### config.mk
export PLATFORM = sky130hd
export DESIGN_NAME = riscv_if_prefetch
export DESIGN_NICKNAME = d
export VERILOG_FILES = /design/src/rtl/riscv_if_prefetch.sv
export SDC_FILE = /design/constraint.sdc
export NUM_CORES = 1
export LEC_CHECK = 0
export ABC_AREA = 1
export BUFFER_PORTS_ARGS = -buffer_cell sky130_fd_sc_hd__buf_4
export CAP_MARGIN = 20
export CORE_MARGIN = 2
export CORE_UTILIZATION = 63
export DETAILED_ROUTE_END_ITERATION = 7
export PLACE_DENSITY = 0.84
export SLEW_MARGIN = 20
export SYNTH_ARGS = -nofsm -noshare
export SYNTH_HDL_FRONTEND = slang
export SYNTH_SLANG_ARGS = --single-unit
### constraint.sdc
create_clock -name clk -period 8.2 [get_ports clk]
set_input_delay 1.23 -clock clk [delete_from_list [all_inputs] [get_ports clk]]
set_output_delay 1.23 -clock clk [all_outputs]
set_load 0.1 [all_outputs]
### src/rtl/riscv_if_prefetch.sv
// Instruction prefetch unit: issues in-order pipelined reads at the PC the
// fetch stage asks for, buffers returned parcels in a small FIFO and presents
// the head with its PC and fault flags. A redirect empties the FIFO and
// drops responses that are still in flight.
module riscv_if_prefetch #(
    parameter int XLEN        = 32,
    parameter int PARCEL_SIZE = 32,
    parameter int DEPTH       = 4,
    parameter int MAX_OUT     = 2
) (
    input  logic                      clk,
    input  logic                      rstn,
    input  logic [XLEN-1:0]           if_nxt_pc,
    input  logic                      if_stall,
    input  logic                      if_flush,
    output logic                      if_stall_nxt_pc,
    output logic [PARCEL_SIZE-1:0]    if_parcel,
    output logic [XLEN-1:0]           if_parcel_pc,
    output logic [PARCEL_SIZE/16-1:0] if_parcel_valid,
    output logic                      if_parcel_misaligned,
    output logic                      if_parcel_page_fault,
    output logic                      imem_req,
    output logic [XLEN-1:0]           imem_adr,
    input  logic                      imem_gnt,
    input  logic                      imem_ack,
    input  logic [PARCEL_SIZE-1:0]    imem_rdata,
    input  logic                      imem_err
);

    localparam int AW = $clog2(DEPTH);
    localparam int CW = $clog2(MAX_OUT + 1);
    localparam int SW = AW + CW + 2;
    localparam int NV = PARCEL_SIZE / 16;
    localparam logic [PARCEL_SIZE-1:0] INSTR_NOP = PARCEL_SIZE'(32'h0000_0013);

    // Parcel FIFO storage and the PC tags of requests still on the bus.
    logic [PARCEL_SIZE-1:0] fifo_data [DEPTH];
    logic [XLEN-1:0]        fifo_pc   [DEPTH];
    logic                   fifo_mis  [DEPTH];
    logic                   fifo_pf   [DEPTH];
    logic [XLEN-1:0]        tag_pc    [DEPTH];

    logic [AW-1:0] wr_ptr, rd_ptr, tag_wr, tag_rd;
    logic [AW:0]   fifo_cnt;
    logic [CW-1:0] outstanding, discard;

    logic          head_valid, aligned, may_issue, issue, push_mis;
    logic          ack_ok, push_ack, push, pop;
    logic [SW-1:0] credit_used;

    // Every parcel that will land in the FIFO (queued, or in flight and not
    // to be discarded) holds a slot, so a push can never find the FIFO full.
    assign credit_used = SW'(fifo_cnt) + SW'(outstanding) - SW'(discard);
    assign aligned     = (if_nxt_pc[1:0] == 2'b00);
    assign may_issue   = rstn && !if_flush && (outstanding < CW'(MAX_OUT))
                         && (credit_used < SW'(DEPTH));

    assign imem_req = aligned && may_issue;
    assign imem_adr = if_nxt_pc;
    assign issue    = imem_req && imem_gnt;
    // A misaligned PC bypasses the bus, so it waits for the bus to drain to
    // keep parcels in program order.
    assign push_mis = !aligned && may_issue && (outstanding == '0);
    assign if_stall_nxt_pc = !(issue || push_mis);

    assign ack_ok     = imem_ack && (outstanding != '0);
    assign push_ack   = ack_ok && (discard == '0) && !if_flush;
    assign push       = push_ack || push_mis;
    assign head_valid = (fifo_cnt != '0);
    assign pop        = head_valid && !if_stall && !if_flush;

    assign if_parcel            = head_valid ? fifo_data[rd_ptr] : INSTR_NOP;
    assign if_parcel_pc         = head_valid ? fifo_pc[rd_ptr]   : '0;
    assign if_parcel_misaligned = head_valid && fifo_mis[rd_ptr];
    assign if_parcel_page_fault = head_valid && fifo_pf[rd_ptr];
    assign if_parcel_valid      = {NV{head_valid}};

    // Control state: pointers, occupancy, outstanding and discard counters.
    always_ff @(posedge clk or negedge rstn) begin
        if (!rstn) begin
            wr_ptr      <= '0;
            rd_ptr      <= '0;
            tag_wr      <= '0;
            tag_rd      <= '0;
            fifo_cnt    <= '0;
            outstanding <= '0;
            discard     <= '0;
        end else begin
            // NOTE: non-blocking assignments here so every counter update sees
            // the pre-edge values of its neighbours, whatever the statement order.
            if (issue)  tag_wr <= tag_wr + 1'b1;
            if (ack_ok) tag_rd <= tag_rd + 1'b1;
            outstanding <= outstanding + CW'(issue) - CW'(ack_ok);
            if (if_flush) begin
                // Responses still owed after this cycle must all be dropped.
                discard  <= outstanding - CW'(ack_ok);
                wr_ptr   <= '0;
                rd_ptr   <= '0;
                fifo_cnt <= '0;
            end else begin
                if (ack_ok && (discard != '0)) discard <= discard - 1'b1;
                if (push) wr_ptr <= wr_ptr + 1'b1;
                if (pop)  rd_ptr <= rd_ptr + 1'b1;
                fifo_cnt <= fifo_cnt + (AW+1)'(push) - (AW+1)'(pop);
            end
        end
    end

    // Data storage: write the pushed parcel and the tag of a granted request.
    // NOTE: storage arrays are not reset; occupancy and pointers alone decide
    // which entries are meaningful, and the output mux hides stale contents.
    always_ff @(posedge clk) begin
        if (push) begin
            fifo_data[wr_ptr] <= push_mis ? INSTR_NOP : imem_rdata;
            fifo_pc[wr_ptr]   <= push_mis ? if_nxt_pc : tag_pc[tag_rd];
            fifo_mis[wr_ptr]  <= push_mis;
            fifo_pf[wr_ptr]   <= !push_mis && imem_err;
        end
        if (issue) tag_pc[tag_wr] <= if_nxt_pc;
    end

endmodule

Word-level counts from Yosys, hierarchy flattened

Memories as Yosys holds them, arrays and structs flattened.
Cells that the tools add are included.
W data, S select, Z words.

Memories: 5
Register bits after elaboration: 15
Bits in writable memories: 392
Output and inout port bits: 102

Memories:

| name      | depth | width | rd ports | clocked after memory_dff | write ports | line | text |
|---|---|---|---|---|---|---|---|
| fifo_data | 4     | 32    | 1        | 0                        | 1           | 37   | `logic [PARCEL_SIZE-1:0] fifo_data [DEPTH];` |
| fifo_pc   | 4     | 32    | 1        | 0                        | 1           | 38   | `logic [XLEN-1:0] fifo_pc [DEPTH];` |
| tag_pc    | 4     | 32    | 1        | 0                        | 1           | 41   | `logic [XLEN-1:0] tag_pc [DEPTH];` |
| fifo_mis  | 4     | 1     | 1        | 0                        | 1           | 39   | `logic fifo_mis [DEPTH];` |
| fifo_pf   | 4     | 1     | 1        | 0                        | 1           | 40   | `logic fifo_pf [DEPTH];` |

Multiplexer cells: 15
Add/subtract/negate cells: 12
Reductions and logical operators: 32
Order comparisons: 2

Operators with widths:

| kind                  | count |
|---|---|
| $mux W32              | 4 |
| $logic_and A1 B1 Y1   | 16 |
| $mux W2               | 6 |
| $reduce_bool A2 Y1    | 5 |
| $add A2 B1 Y2 const B | 4 |
| $logic_not A2 Y1      | 3 |
| $lt A6 B3 Y1 const B  | 1 |
| $logic_not A1 Y1      | 5 |
| $sub A4 B2 Y5         | 1 |
| $add A3 B2 Y4         | 1 |
| $mux W1               | 4 |
| $sub A2 B1 Y2         | 2 |
| $add A3 B1 Y3         | 1 |
| $mux W3               | 1 |
| $reduce_bool A3 Y1    | 1 |
| $sub A3 B1 Y3         | 1 |
| $add A2 B1 Y2         | 1 |
| $logic_or A1 B1 Y1    | 2 |
| $lt A2 B2 Y1 const B  | 1 |
| $sub A2 B1 Y2 const B | 1 |

Depth between registers and ports, before layout

Gate-level depths: netlist (run 1).

Word-level depth: 10
Mapped depth: 19

Worst setup path before layout (run 1)

OpenSTA, ideal clock, no wires.

Path kind: flip-flop to output port
From: reg rd_ptr[0]
To: out if_parcel[0]
Slack: 2.542 ns
Required time: 6.970 ns
Cell stages (with the launch flop): 7
Data arrival time: 4.428 ns
Path buffers: 3
Cell sequence: dfrtp_1 > buf_2 > inv_2 > buf_2 > buf_2 > nor2_1 > o311ai_0

Word-level cells in the longest chain between the ends: 2

Ends and longest elaborated chain:

| item                     | line | text |
|---|---|---|
| start: declaration       | 43   | `logic [AW-1:0] wr_ptr, rd_ptr, tag_wr, tag_rd;` |
| start signal: assignment | 103  | `if (pop) rd_ptr <= rd_ptr + 1'b1;` |
| $mem_v2 Z4 W32           | -    |  |
| $mux W32                 | 72   | `assign if_parcel = head_valid ? fifo_data[rd_ptr] : INSTR_NOP;` |
| end: declaration         | 17   | `output logic [PARCEL_SIZE-1:0] if_parcel,` |

Every way passes these cells.

Worst setup path after layout (run 1)

From: reg fifo_cnt[1]
To: out if_stall_nxt_pc

Word-level cells in the longest chain between the ends: 8
Elaborated cells on any way between the ends: 10

Ends and longest elaborated chain:

| item                                          | line   | text |
|---|---|---|
| start: declaration                            | 44     | `logic [AW:0] fifo_cnt;` |
| start signal: assignment                      | 104    | `fifo_cnt <= fifo_cnt + (AW+1)'(push) - (AW+1)'(pop);` |
| $add A3 B2 Y4 *                               | 53     | `assign credit_used = SW'(fifo_cnt) + SW'(outstanding) - SW'(discard);` |
| $sub A4 B2 Y5 *                               | 53     |  |
| $lt A6 B3 Y1 *                                | 56     | `&& (credit_used < SW'(DEPTH));` |
| $logic_and A1 B1 Y1 *                         | 56     |  |
| $logic_and A1 B1 Y1, on equally long branches | 58, 63 |  |
| $logic_and A1 B1 Y1, on equally long branches | 60, 63 |  |
| $logic_or A1 B1 Y1 *                          | 64     | `assign if_stall_nxt_pc = !(issue \|\| push_mis);` |
| $logic_not A1 Y1 *                            | 64     |  |
| end: declaration                              | 16     | `output logic if_stall_nxt_pc,` |

Every way passes the cells marked *; elsewhere a longest branch is shown, timed or not.

==> flow_metrics.tcl, run 1 <==
set metrics [dict create \
    status "completed" \
    period_share 0.670 \
    cts_hold_buf 0 \
    syn_area_sq_um 17000 \
    clock_latency_ps 540 \
    synth_seq_cells 407 \
    ys_types 28 \
    dr.pass1.iters 6 \
    critPathMaxStageDelay_ps 930 \
    dp_slack_ps 3110 \
    io_pins 173 \
    syn-num-nets 1556 \
    startpoint "fifo_cnt[1]$_DFF_PN0_" \
    ys_seq_area_frac 0.715 \
    critPathCaptureType "primary output" \
    start_util 0.635 \
    criticalPathCategory "reg2out" \
    rr_worst_depth 13 \
    startpoint_type "flip-flop" \
    place.gp.congestion 0.798 \
    hold_viol 0 \
    fp.dieW_microns 168 \
    cts_setup_buffers 0 \
    grt_max_degree 94 \
    synthCells 1465 \
    synth_top_cell_area_share 0.693 \
    yosysMostFrequentCell "edfxtp_1" \
    finalNonFillerCells 1952 \
    core_area_sq_um 26700 \
    clock.fmax_mhz 182 \
    grt_pass1_wl_microns 55100 \
    cp_slowest_cell "inv_2" \
    antennaDiodeCount 0 \
    layout.nets 1672 \
    ant_nets 0 \
    wirelength_microns 35700 \
    ys_top_cells_by_count "392 x edfxtp_1, 379 x nor2_1, 225 x o21ai_0" \
    antenna_found_initial 0 \
    max_cap_violations 0 \
    vias_per_cell 5.68 \
    clk_pin_slew_ps 60 \
    r2r_slack_ps 3510 \
    synth_edf_count 392 \
    gr-total-overflow 0 \
    drt-initial-drc-count 1297 \
    cts_buffers 40 \
    cts_tree "built" \
    crit_fanout 40 \
    fin_ws_ps 2710 \
    wire_per_inst_microns 18.3 \
    arrival_ps 4260 \
    maxSlewHeadroom 0.264 \
    ys.flop_type "edfxtp_1" \
    synthArstFlopShare 0.0369 \
    setup_viol 0 \
    timing.rr.end "fifo_data[3][8]$_DFFE_PP_" \
    fin_crit_ps 5490 \
    rows 60 \
    hold_path_depth 1 \
    hold_path_class "reg2reg" \
    grt_usage 0.252 \
    rr_startpoint "fifo_cnt[1]$_DFF_PN0_" \
    clock-sinks 407 \
    fp.dieH_microns 168 \
    synthToLayoutAreaGrowth_pct 14.6 \
    vias 11095 \
    drt_drc_violations_left 0 \
    die_area_sq_um 28300 \
    drive_above_1_share 0.163 \
    synth_largest_area_cell "edfxtp_1" \
    hpwl_microns 19700 \
    worst_pin_slew_ps 1100 \
    grt_pass1_vias 10600 \
    fillers 1694 \
    drv_slew 0 \
    avgSynthCellArea_sq_um 11.6 \
    post-place-cells 1879 \
    postCtsResizedCells 0 \
    setup_tns_ps 0 \
    crit_end "if_stall_nxt_pc" \
    yosysWarnings 0 \
    clockBufferDepth 3 \
    crit_required_ps 6970 \
    h-tree-depth 2 \
    synthTopCellsByArea "edfxtp_1 69%, nor2_1 8.4%, o21ai_0 6.6%" \
    skew_ps 28.3 \
    root_buffer "clkbuf_16" \
    rsz0062_at_grt "false" \
    crit_chain "inv_1, fa_1, inv_1, ha_1, nand2_1, nor2_1, nor2_1, nor2_2, nand3_2, inv_2, a21oi_1, buf_4" \
    port-buffer-count 172 \
]
cell usage in the layout, fill, tap and decap left out:
master and n:
o211ai_1 2, bufinv_16 2, nand2_2 1, buf_16 1
nand3_2 1, o311ai_0 3, nand4_1 3, dfrtp_1 11
dfrtp_2 3, or2_2 3, nand3_1 6, nor3_1 1
edfxtp_1 392, inv_6 2, xor2_1 3, clkbuf_1 11
buf_4 188, a21oi_1 67, xnor2_1 1, nor2_2 5
o21ai_0 225, o21ai_1 5, and3_1 1, inv_1 64
nor2_4 5, nor2_1 374, clkinv_1 11, dfrtp_4 1
fa_1 2, inv_2 4, nand2_1 148, clkinv_2 6
clkbuf_16 41, ha_1 18
area by class of cell:
cell class                 count  area, sq um  area share
tap                          341          427      0.0219
timing repair buffer         189         1440      0.0739
clock inverter                20          144     0.00739
inverter                      69          260      0.0134
multi-input combinational    874         3970       0.204
sequential                   407        12200       0.625
clock buffer                  52         1070      0.0548
cell families (layout without fill, tap and decap cells):
logic type                 after synthesis  count (layout)  synth area share
DFF                                    407             407             0.715
adders and majority gates               20              20            0.0156
buffers and inverters                  184             330            0.0529
and+or+nand+nor                        548             548             0.124
xor gates and xnor gates                 4               4           0.00206
AOI/OAI and AO/OA                      302             302            0.0900
worst min path at each step:
stage | from | end
2_1_floorplan | outstanding[0]$_DFF_PN0_ | outstanding[0]$_DFF_PN0_
4_1_cts | outstanding[0]$_DFF_PN0_ | outstanding[0]$_DFF_PN0_
6_report | outstanding[0]$_DFF_PN0_ | outstanding[0]$_DFF_PN0_
3_3_place_gp | outstanding[0]$_DFF_PN0_ | outstanding[0]$_DFF_PN0_
5_1_grt | rstn | fifo_cnt[1]$_DFF_PN0_
3_5_place_dp | outstanding[0]$_DFF_PN0_ | outstanding[0]$_DFF_PN0_
flip-flops by register name (all words and copies together) (netlist names):
| name | count |
|---|---|
| outstanding | 2 |
| fifo_mis | 4 |
| tag_pc | 128 |
| rd_ptr | 2 |
| fifo_cnt | 3 |
| fifo_data | 128 |
| fifo_pc | 128 |
| wr_ptr | 2 |
| discard | 2 |
| tag_wr | 2 |
| fifo_pf | 4 |
| tag_rd | 2 |
layer usage:
metal | vias up | wire length (microns) | global-route usage
li1 | 5229 | - | -
met1 | 5261 | 14100 | 0.334
met2 | 535 | 18000 | 0.434
met3 | 70 | 2730 | 0.0343
met4 | 0 | 849 | 0.0877
met5 | - | 0 | 0
critical path, delay by kind of cell (launching register included):
kind | cells | cell delay [ps]
and+or+nand+nor | 5 | 1000
DFF | 1 | 400
buffers and inverters | 4 | 1350
AOI/OAI and AO/OA | 1 | 90
adders and majority gates | 2 | 840
stage by stage:
step / hold WS [ps] / cell area (sq um) / util
global placement: 490 / 18200 / 0.682
detailed placement: 502 / 18200 / 0.682
finish: 515 / 19500 / 0.728
CTS: 515 / 19400 / 0.727
global route: 546 / 19500 / 0.728
floorplan: 478 / 17000 / -
Power of run 1 is left out: the tool's default activity adds up to more than one toggle a clock period on the data nets, which glitch-free logic cannot reach.
==> inputs of run 2 (changes only) <==
Settings changed: CORE_UTILIZATION 63 to 59, PLACE_DENSITY 0.84 to 0.8.
Clock period 8.2 ns to 5.6 ns, I/O delays scaled along.
==> run 2 against run 1 <==
Compared with the run above:
- worst hold slack got worse by 350 ps
- global-route usage is 1.5 points lower
- core utilization is 4.2 points lower
- sequential cell count unchanged
- critical path depth grew 1
- via count fell by 0.37%
- sequential share of layout area fell by 0.39 points
==> flow_metrics.tcl, run 2 (synthesized netlist as in run 1, its figures left out) <==
set metrics [dict create \
    drt-initial-drc-count 1105 \
    synthToLayoutAreaGrowth_pct 15.3 \
    start_util 0.595 \
    wl_met1_microns 14700 \
    die_area_sq_um 30100 \
    wire_per_inst_microns 17.9 \
    crit_fanout 40 \
    clock-sinks 407 \
    root_buffer "clkbuf_16" \
    cp_slowest_cell "nand3_2" \
    port-buffer-count 172 \
    crit_chain "inv_1, fa_1, inv_1, ha_1, nand2_1, nor2_1, nor2_1, nor2_2, nand3_2, inv_2, buf_4, a21oi_1, buf_4" \
    hold_viol 0 \
    io_pins 173 \
    setup_tns_ps 0 \
    layout.nets 1676 \
    placed_cell_area_sq_um 18300 \
    fin_crit_ps 4690 \
    period_share 0.838 \
    rows 62 \
    drv_slew 0 \
    skew_ps 17.9 \
    startpoint_type "flip-flop" \
    highest_layer "met4" \
    cts_hold_buf 0 \
    final_cell_mix "392 x edfxtp_1, 374 x nor2_1, 225 x o21ai_0" \
    max_cap_violations 0 \
    top_regs "fifo_data (128), fifo_pc (128), tag_pc (128)" \
    fin_area_sq_um 19600 \
    vias 11054 \
    cts_tree "built" \
    cts_buffers 40 \
    antenna_found_initial 0 \
    fp.dieH_microns 174 \
    final_common_cell "edfxtp_1" \
    whs_ps 163 \
    route.met3.wl_microns 2420 \
    gr-total-overflow 0 \
    grt_usage 0.236 \
    maxSlewHeadroom 0.313 \
    worst_pin_slew_ps 1030 \
    drive_above_1_share 0.168 \
    hold_path_class "in2async" \
    criticalPathCategory "reg2out" \
    crit_buf_inv 5 \
    crit_required_ps 4760 \
    clk_pin_slew_ps 60 \
    core_area_sq_um 28500 \
    cp_top_family "buffers and inverters" \
    grt_pass1_vias 10789 \
    drt_drc_violations_left 0 \
    arrival_ps 3850 \
    critPathCaptureType "primary output" \
    wirelength_microns 35700 \
    antennaDiodeCount 0 \
    hpwl_microns 20300 \
    postCtsResizedCells 0 \
    grt_max_degree 82 \
    fp.dieW_microns 174 \
    h-tree-depth 2 \
    place.gp.congestion 0.800 \
    dr.pass1.iters 6 \
    clock.fmax_mhz 213 \
    vias_per_cell 5.53 \
    route.met2.wl_microns 17600 \
    grt_pass1_wl_microns 55600 \
    ant_nets 0 \
    cts_setup_buffers 0 \
    status "completed" \
    rsz0062_at_grt "false" \
    clock_latency_ps 530 \
    critPathMaxStageDelay_ps 630 \
    setup_viol 0 \
    clockBufferDepth 3 \
]
==> run 2: changes by cell type in the layout (fill, tap and decap cells not counted) <==
cell / previous run / this run
clkbuf_1: 11 / 8
buf_12: 0 / 2
clkinv_1: 11 / 10
clkinvlp_4: 0 / 1
buf_4: 188 / 191
buf_16: 1 / 0
bufinv_16: 2 / 3
clkinv_2: 6 / 8
==> run 2: cell type report <==
cell class | count | area (sq um)
multi-input cells | 874 | 3970
clock buffers | 49 | 1060
fillers | 1988 | 8960
clock inverters | 23 | 188
flip-flops and latches | 407 | 12200
inverters | 69 | 260
well taps | 384 | 480
repair buffers | 193 | 1470
==> run 2: final timing paths <==
kind / depth (start not counted) / endpoint / from / slack [ps]
worst min-delay path: 1 / fifo_cnt[1]$_DFF_PN0_ / rstn / 160
min in group clk: 1 / outstanding[0]$_DFF_PN0_ / outstanding[0]$_DFF_PN0_ / 510
worst max-delay path: 13 / if_stall_nxt_pc / fifo_cnt[1]$_DFF_PN0_ / 910
worst max register to register: 18 / fifo_cnt[2]$_DFF_PN0_ / fifo_cnt[1]$_DFF_PN0_ / 1480
max in group asynchronous: 1 / rd_ptr[0]$_DFFE_PN0P_ / rstn / 5220
worst min register to register: 1 / outstanding[0]$_DFF_PN0_ / outstanding[0]$_DFF_PN0_ / 510
==> run 2: per-stage QoR <==
stage	setup WS, ps	utilization	instances
after floorplan	332	-	1465
after global placement	1460	0.642	1926
after detailed placement	1410	0.642	1926
after CTS	881	0.685	1998
after global routing	608	0.686	1999
final	910	0.686	1999
==> run 2: metal layers <==
| metal | up-vias | GRT usage |
|---|---|---|
| li1 | 5235 | - |
| met1 | 5302 | 0.321 |
| met2 | 448 | 0.396 |
| met3 | 69 | 0.0307 |
| met4 | 0 | 0.0893 |
| met5 | - | 0 |
Power of run 2 is left out for the same reason.
